`config.mk`:
```
export PLATFORM = sky130hd
export DESIGN_NAME = prga_decrypt
export DESIGN_NICKNAME = d
export VERILOG_FILES = /design/src/rtl/rc4_pkg.sv /design/src/rtl/prga_ascii_check.sv /design/src/rtl/prga_decrypt.sv
export SDC_FILE = /design/constraint.sdc
export NUM_CORES = 1
export LEC_CHECK = 0
export CAP_MARGIN = 30
export CORE_UTILIZATION = 47
export CTS_CLUSTER_DIAMETER = 100
export CTS_CLUSTER_SIZE = 30
export DETAILED_ROUTE_END_ITERATION = 10
export GPL_TIMING_DRIVEN = 0
export PLACE_DENSITY_LB_ADDON = 0.1
export SYNTH_ARGS = -nofsm -noshare
export SYNTH_HDL_FRONTEND = slang
export SYNTH_SLANG_ARGS = --single-unit
```
`constraint.sdc`:
```
create_clock -name clk -period 3.8 [get_ports clk]
set_input_delay 0.76 -clock clk [delete_from_list [all_inputs] [get_ports clk]]
set_output_delay 0.76 -clock clk [all_outputs]
set_load 0.01 [all_outputs]
```
`src/rtl/rc4_pkg.sv`:
```
// Shared definitions for the RC4 PRGA decrypt block: controller state
// encoding, message-length default, address/data widths and the bounds used
// by the optional plaintext ASCII check.
package rc4_pkg;

    localparam int MSG_LEN_DEFAULT = 32;

    // Working S-box is 256 bytes; the message ROM/RAM hold up to 32 bytes.
    localparam int S_AW   = 8;
    localparam int ROM_AW = 5;
    localparam int DW     = 8;

    // Accepted plaintext: lowercase letters and space.
    localparam logic [DW-1:0] ASCII_LO    = 8'h61;
    localparam logic [DW-1:0] ASCII_HI    = 8'h7A;
    localparam logic [DW-1:0] ASCII_SPACE = 8'h20;

    typedef enum logic [2:0] {
        IDLE,
        RD_I,
        RD_J,
        WR_I,
        WR_J,
        RD_F,
        WR_OUT,
        DONE
    } prga_state_e;

endpackage

```
`src/rtl/prga_ascii_check.sv`:
```
// Combinational plaintext test: a decrypted byte is acceptable when it is a
// lowercase letter or a space. Used only when PRGA_ASCII_CHECK_EN is defined.
module prga_ascii_check
    import rc4_pkg::*;
(
    input  logic [DW-1:0] data_i,
    output logic          ok_o
);

    assign ok_o = ((data_i >= ASCII_LO) && (data_i <= ASCII_HI)) ||
                  (data_i == ASCII_SPACE);

endmodule

```
`src/rtl/prga_decrypt.sv`:
```
// RC4 PRGA decryptor. Walks the keystream one byte at a time over an external
// synchronous S-memory (1-cycle read latency), XORs it with the encrypted
// message ROM and writes the plaintext to an output RAM. Six cycles per byte:
// RD_I, RD_J, WR_I, WR_J, RD_F, WR_OUT, then a single DONE cycle.
//
// Build option: define PRGA_ASCII_CHECK_EN to stop on the first decrypted byte
// that is not a lowercase letter or space; that byte is not written, key_bad
// is raised and the run finishes early. Without it key_bad is constant 0.
module prga_decrypt
    import rc4_pkg::*;
#(
    parameter int MSG_LEN = MSG_LEN_DEFAULT
) (
    input  logic              clk,
    input  logic              reset_n,
    input  logic              In_Start,
    output logic              Decrypt_Finish,
    output logic              key_bad,
    output logic [S_AW-1:0]   s_address,
    output logic [DW-1:0]     s_data,
    output logic              s_wren,
    input  logic [DW-1:0]     s_q,
    output logic [ROM_AW-1:0] rom_address,
    input  logic [DW-1:0]     rom_q,
    output logic [ROM_AW-1:0] out_address,
    output logic [DW-1:0]     out_data,
    output logic              out_wren
);

    localparam logic [ROM_AW-1:0] K_LAST = ROM_AW'(MSG_LEN - 1);

    prga_state_e       state_q, state_d;
    logic [S_AW-1:0]   i_q, i_d;
    logic [S_AW-1:0]   j_q, j_d;
    logic [DW-1:0]     si_q, si_d;
    logic [DW-1:0]     sj_q, sj_d;
    logic [ROM_AW-1:0] k_q, k_d;
    logic              done_q, done_d;

    // Plaintext candidate: keystream byte (S read) XOR ciphertext (ROM read),
    // both valid in WR_OUT because their addresses were presented in RD_F.
    logic [DW-1:0] plain_byte;
    logic          byte_ok;

    assign plain_byte = s_q ^ rom_q;

`ifdef PRGA_ASCII_CHECK_EN
    logic key_bad_q, key_bad_d;

    prga_ascii_check u_ascii_check (
        .data_i (plain_byte),
        .ok_o   (byte_ok)
    );

    // key_bad clears on an accepted start and sets on a rejected byte.
    always_comb begin
        key_bad_d = key_bad_q;
        if ((state_q == IDLE) && In_Start) begin
            key_bad_d = 1'b0;
        end else if ((state_q == WR_OUT) && !byte_ok) begin
            key_bad_d = 1'b1;
        end
    end

    // key_bad register.
    always_ff @(posedge clk or negedge reset_n) begin
        if (!reset_n) begin
            key_bad_q <= 1'b0;
        end else begin
            key_bad_q <= key_bad_d;
        end
    end

    assign key_bad = key_bad_q;
`else
    assign byte_ok = 1'b1;
    assign key_bad = 1'b0;
`endif

    // Controller next-state and datapath register updates.
    always_comb begin
        // NOTE: every variable gets a default up front so no path can leave
        // it unassigned; an unassigned path in always_comb infers a latch.
        state_d = state_q;
        i_d     = i_q;
        j_d     = j_q;
        si_d    = si_q;
        sj_d    = sj_q;
        k_d     = k_q;
        done_d  = 1'b0;

        case (state_q)
            IDLE: begin
                if (In_Start) begin
                    i_d     = 8'd1;
                    j_d     = 8'd0;
                    k_d     = '0;
                    state_d = RD_I;
                end
            end
            RD_I: begin
                state_d = RD_J;
            end
            RD_J: begin
                // s_q now holds S[i].
                si_d    = s_q;
                j_d     = j_q + s_q;
                state_d = WR_I;
            end
            WR_I: begin
                // s_q now holds S[j] for the updated j.
                sj_d    = s_q;
                state_d = WR_J;
            end
            WR_J: begin
                state_d = RD_F;
            end
            RD_F: begin
                state_d = WR_OUT;
            end
            WR_OUT: begin
                if (!byte_ok || (k_q == K_LAST)) begin
                    state_d = DONE;
                    done_d  = 1'b1;
                end else begin
                    i_d     = i_q + 8'd1;
                    k_d     = k_q + 1'b1;
                    state_d = RD_I;
                end
            end
            DONE: begin
                state_d = IDLE;
            end
            default: begin
                state_d = IDLE;
            end
        endcase
    end

    // Controller and datapath registers; reset returns to IDLE mid-run.
    always_ff @(posedge clk or negedge reset_n) begin
        if (!reset_n) begin
            state_q <= IDLE;
            i_q     <= '0;
            j_q     <= '0;
            si_q    <= '0;
            sj_q    <= '0;
            k_q     <= '0;
            done_q  <= 1'b0;
        end else begin
            // NOTE: non-blocking assignments so every register samples the
            // pre-edge values computed above, independent of statement order.
            state_q <= state_d;
            i_q     <= i_d;
            j_q     <= j_d;
            si_q    <= si_d;
            sj_q    <= sj_d;
            k_q     <= k_d;
            done_q  <= done_d;
        end
    end

    assign Decrypt_Finish = done_q;

    // Memory port decode. Addresses are combinational from state because the
    // RD_J address depends on the S[i] value arriving on s_q that same cycle.
    // Everything idles at 0, so reset also forces addresses and data to 0.
    always_comb begin
        s_address   = '0;
        s_data      = '0;
        s_wren      = 1'b0;
        rom_address = '0;
        out_address = '0;
        out_data    = '0;
        out_wren    = 1'b0;

        case (state_q)
            RD_I: begin
                s_address = i_q;
            end
            RD_J: begin
                s_address = j_q + s_q;
            end
            WR_I: begin
                // S[i] <= S[j]; when i == j this rewrites the same value.
                s_address = i_q;
                s_data    = s_q;
                s_wren    = 1'b1;
            end
            WR_J: begin
                s_address = j_q;
                s_data    = si_q;
                s_wren    = 1'b1;
            end
            RD_F: begin
                s_address   = si_q + sj_q;
                rom_address = k_q;
            end
            WR_OUT: begin
                out_address = k_q;
                out_data    = plain_byte;
                out_wren    = byte_ok;
            end
            default: begin
            end
        endcase
    end

endmodule

```
Word level (Yosys, flattened, before mapping):

Index checks and enable logic that the tools add are counted.

* register bits: 41
* bits in latches: 0
* bits in writable memories: 0
* ROM bits: 0
* input port bits: 19
* output and inout port bits: 38
* logic and storage cells: 49
* memories kept: 0

* add/sub/neg operators: 4
* multiply operators: 0
* div/mod/pow operators: 0
* order comparisons: 0
* eq/ne operators: 10
* shifts and indexed selects: 0
* muxes and demuxes: 20
* bitwise operators: 1
* reductions and logical operators: 7

Operators by type and width (count)
* $pmux 8 s2: 3
* $mux 8: 4
* $pmux 8 s4: 1
* $pmux 3 s8: 1
* $mux 5: 4
* $add 8x8->8: 2
* $eq 3x3->1 const B: 4
* $pmux 5 s2: 1
* $add 8x1->8 const B: 1
* $xor 8x8->8: 1
* $eq 3x2->1 const B: 2
* $mux 3: 2
* $add 5x1->5 const B: 1
* $eq 5x5->1 const B: 1
* $mux 1: 4
* $ne 2x2->1 const B: 2
* $reduce_bool 2->1: 2
* $reduce_or 2->1: 2
* $eq 3x1->1 const B: 1
* $logic_not 3->1: 1
* $reduce_and 3->1: 1
* $reduce_and 2->1: 1

Logic depth before layout (Yosys ltp):

* depth after elaboration: 3
* mapped depth: 9
* mapped depth without buffers: 8

Worst setup path before layout:

OpenSTA, ideal clock, no wires.

* path kind: input -> output
* start point: input port s_q[0]
* end point: output port s_address[6]
* data arrival time: 2.326 ns
* required time: 3.040 ns
* path slack: 0.714 ns
* stages on the path: 7
* buffers on the path: 0
* cell sequence: ha_1 -> fa_1 -> a211oi_1 -> o21bai_1 -> a21oi_1 -> mux2i_1 -> a211o_1

* word-level cells in the longest chain between the ends: 2

Ends and longest elaborated chain
* from (decl): RTL line prga_decrypt.sv:22 `input logic [DW-1:0] s_q,`
* $add 8x8->8: RTL line prga_decrypt.sv:182 `s_address = j_q + s_q;`
* $pmux 8 s4: RTL line prga_decrypt.sv:177 `case (state_q)`
* to (decl): RTL line prga_decrypt.sv:19 `output logic [S_AW-1:0] s_address,`

No other way between the ends.

Worst setup path after layout:

* start point: input port s_q[1]
* end point: output port s_address[7]

Same word-level chain as after synthesis.

==> run metrics <==
Leakage=between 1.5 and 2 nW; fin util=roughly 65%; row cnt=27; die area=around 6200 um^2; Vias=between 2000 and 2500; antenna violations before repair=0; DRT iter0 DRCs=129; sequential area share after synthesis=37.0%; layout net count=400; Critical Path RT=3.04 ns; root buffer cell=clkbuf_8; hold crit path type=in2async; min Tclk post-route=3.69 ns; critical path launch point type=input pin; synth warn=0; R2R setup slack=1.62 ns; Final HPWL DP=4800 um; Setup Skew=0.0110 ns; Peak VDD IR=around 440 uV; Layout fillers=around 500; CP Max Fanout=5; Post-Synthesis Cells=around 300; Slew Viols, Final=0; DIE HEIGHT=78.8 um; CTS tree=done; Max-Cap Viols=0; I/O Buffers=55; P per Cell Area=773 nW/um^2; Synth Flop Type=dfrtp_1; Synth area leaders=dfrtp_1 (37%), nand2_1 (9.1%), ha_1 (7.7%), xnor2_1 (5.7%), mux2_2 (3.2%); Reg2Reg Depth=9; via/cell ratio=~5.4; critical path class=in2out; Synth top area share=37.0%; uppermost layer routed=met4; Post-synth ARST share=100%; Congestion Overflow GR=0; drt wl/cell=~16 um; vias in the first global route=2293; Tot GR Track Use=about a quarter; Initial Util=between 40% and 50%; Num Clock Sinks=41; Rel. slew slack=58.4%; fraction of layout cells with a size suffix above 1=12.9%; largest net degree at the start of global routing=29; final hold violation count=0; Met2 Wirelength=3150 um; f_max=~0.27 GHz; Clk Latency, worst-skew pair=0.30 ns; Worst-path clk slew=0.09 ns; crit share post-route=97.2%; register area=between 1000 and 1500 um^2; clock buffer count from CTS=5; M1 WL=~3300 um; chip width=78.8 um; Placer Congestion=about 0.80; crit end category=output port; final WL=6800 um; WHS=0.354 ns; slew at the pin with the worst max-slew slack=~0.62 ns; DR pass1 iterations=4; Max Buffers Root-to-Sink=2; drt drc=0; Post-Layout Cell Count=between 400 and 500; Inserted Diodes=0; Post-Place Cell Area=3430 um^2; number of synthesized flops with an enable pin=0; FF-to-FF Start=k_q[0]; placed cell count=between 400 and 500; antenna-violating nets left=0; worst reg2reg endpoint=i_q[7]; design area=3620 um^2; htree depth=2; Area growth syn-to-layout=30.5%; routed wl met3=roughly 280 um; CP arrival=2.93 ns; Post-Syn Area per Cell=9.34 um^2; number of distinct library cells after synthesis=48; Boundary Pins=57; core area=5610 um^2; Final Power=2.80 mW; first-pass GRT wire length=roughly 11000 um; Finish-stage setup viols=0; area of the multi-input gates=between 1500 and 2000 um^2; Synth Register Bits=41; mapped cell area=2780 um^2; status=finished clean; Syn Nets=335; CTS Hold Bufs=0; largest area contributor in the netlist=dfrtp_1
[synthesized netlist by cell type, types with 5 or more instances]
library cell	number
nand2_1	67
dfrtp_1	41
nor2_1	21
xnor2_1	18
ha_1	17
a21oi_1	9
o21ai_0	9
mux2_2	8
a21o_1	7
a22o_1	7
a22oi_1	6
and2_1	6
and3_1	6
inv_1	6
xor2_1	6
buf_2	5
[cells in the final DEF (no fill, tap or decap), drive strengths merged, types with 5 or more instances in the layout]
cell,Yosys,layout
nand2,67,67
clkdlybuf4s50,0,47
dfrtp,41,41
nor2,22,22
xnor2,18,18
ha,17,17
buf,10,14
o21ai,10,10
a21oi,9,9
mux2,8,8
clkbuf,2,8
a21o,7,7
a22o,7,7
and2,7,7
and3,6,6
a22oi,6,6
xor2,6,6
inv,6,6
a211oi,5,5
[worst max-delay path, stage by stage]
cell	delay, ns
clkdlybuf4s15_1	0.33
ha_4	0.26
a211oi_2	0.22
o21ai_2	0.12
a31oi_2	0.22
xnor3_1	0.24
a221o_1	0.31
clkdlybuf4s50_1	0.48
[layout make-up]
| type | count | area share, % |
|---|---|---|
| plain buffers | 12 | 2.04 |
| well taps | 72 | 2.49 |
| inverters | 6 | 0.622 |
| repair buffers | 58 | 15.8 |
| clock inverters | 3 | 1.28 |
| clock buffers | 5 | 1.90 |
| multi-input cells | 238 | 47.5 |
| flip-flops and latches | 41 | 28.3 |
[stage by stage]
step / worst slack, ns / TNS, ns
4_1_cts: 0.00372 / 0
5_1_grt: -0.00830 / -0.00830
2_1_floorplan: 0.714 / 0
3_3_place_gp: -0.481 / -0.926
3_5_place_dp: -0.463 / -0.935
6_report: 0.107 / 0
[power by group]
group	internal, mW	switching, mW
clock network	0.197	0.167
registers	0.601	0.161
logic	0.813	0.863
[layer usage]
layer / GRT usage (%) / vias up
li1: - / 1165
met2: 38.7 / 54
met4: 8.91 / 0
met3: 3.68 / 9
met5: 0 / -
met1: 32.8 / 1135
[registers in the layout (all words and copies together), names as in the netlist]
register,cells
k_q,5
sj_q,8
si_q,8
Decrypt_Finish,1
state_q,3
j_q,8
i_q,8
[worst max-delay path by stage]
| stage | startpoint | endpoint | slack, ns | cells after the start |
|---|---|---|---|---|
| floorplan | s_q[0] | s_address[6] | 0.71 | 7 |
| global placement | s_q[0] | s_address[6] | -0.48 | 9 |
| detailed placement | s_q[0] | s_address[6] | -0.46 | 9 |
| CTS | s_q[6] | s_address[7] | 0.004 | 7 |
| global route | s_q[1] | s_address[7] | -0.008 | 8 |
| finish | s_q[1] | s_address[7] | 0.11 | 8 |
[kinds of logic after synthesis]
| family | share of synthesized area [%] |
|---|---|
| adder cells (fa/ha/maj) | 9.11 |
| AND/OR/NAND/NOR | 22.3 |
| flip-flops | 37.0 |
| multiplexers | 4.33 |
| AO/OA/AOI/OAI | 15.3 |
| XOR/XNOR | 8.39 |
| other | 0.135 |
| buffers and inverters | 3.47 |
[repair_timing]
item | in CTS | in global routing
endpoints found under the setup margin | 4 | 2
buffers inserted | 1 | 1
pin swaps | 3 | 4
gates resized for setup | 15 | 5
No activity file was read; power rests on OpenSTA's default activity.
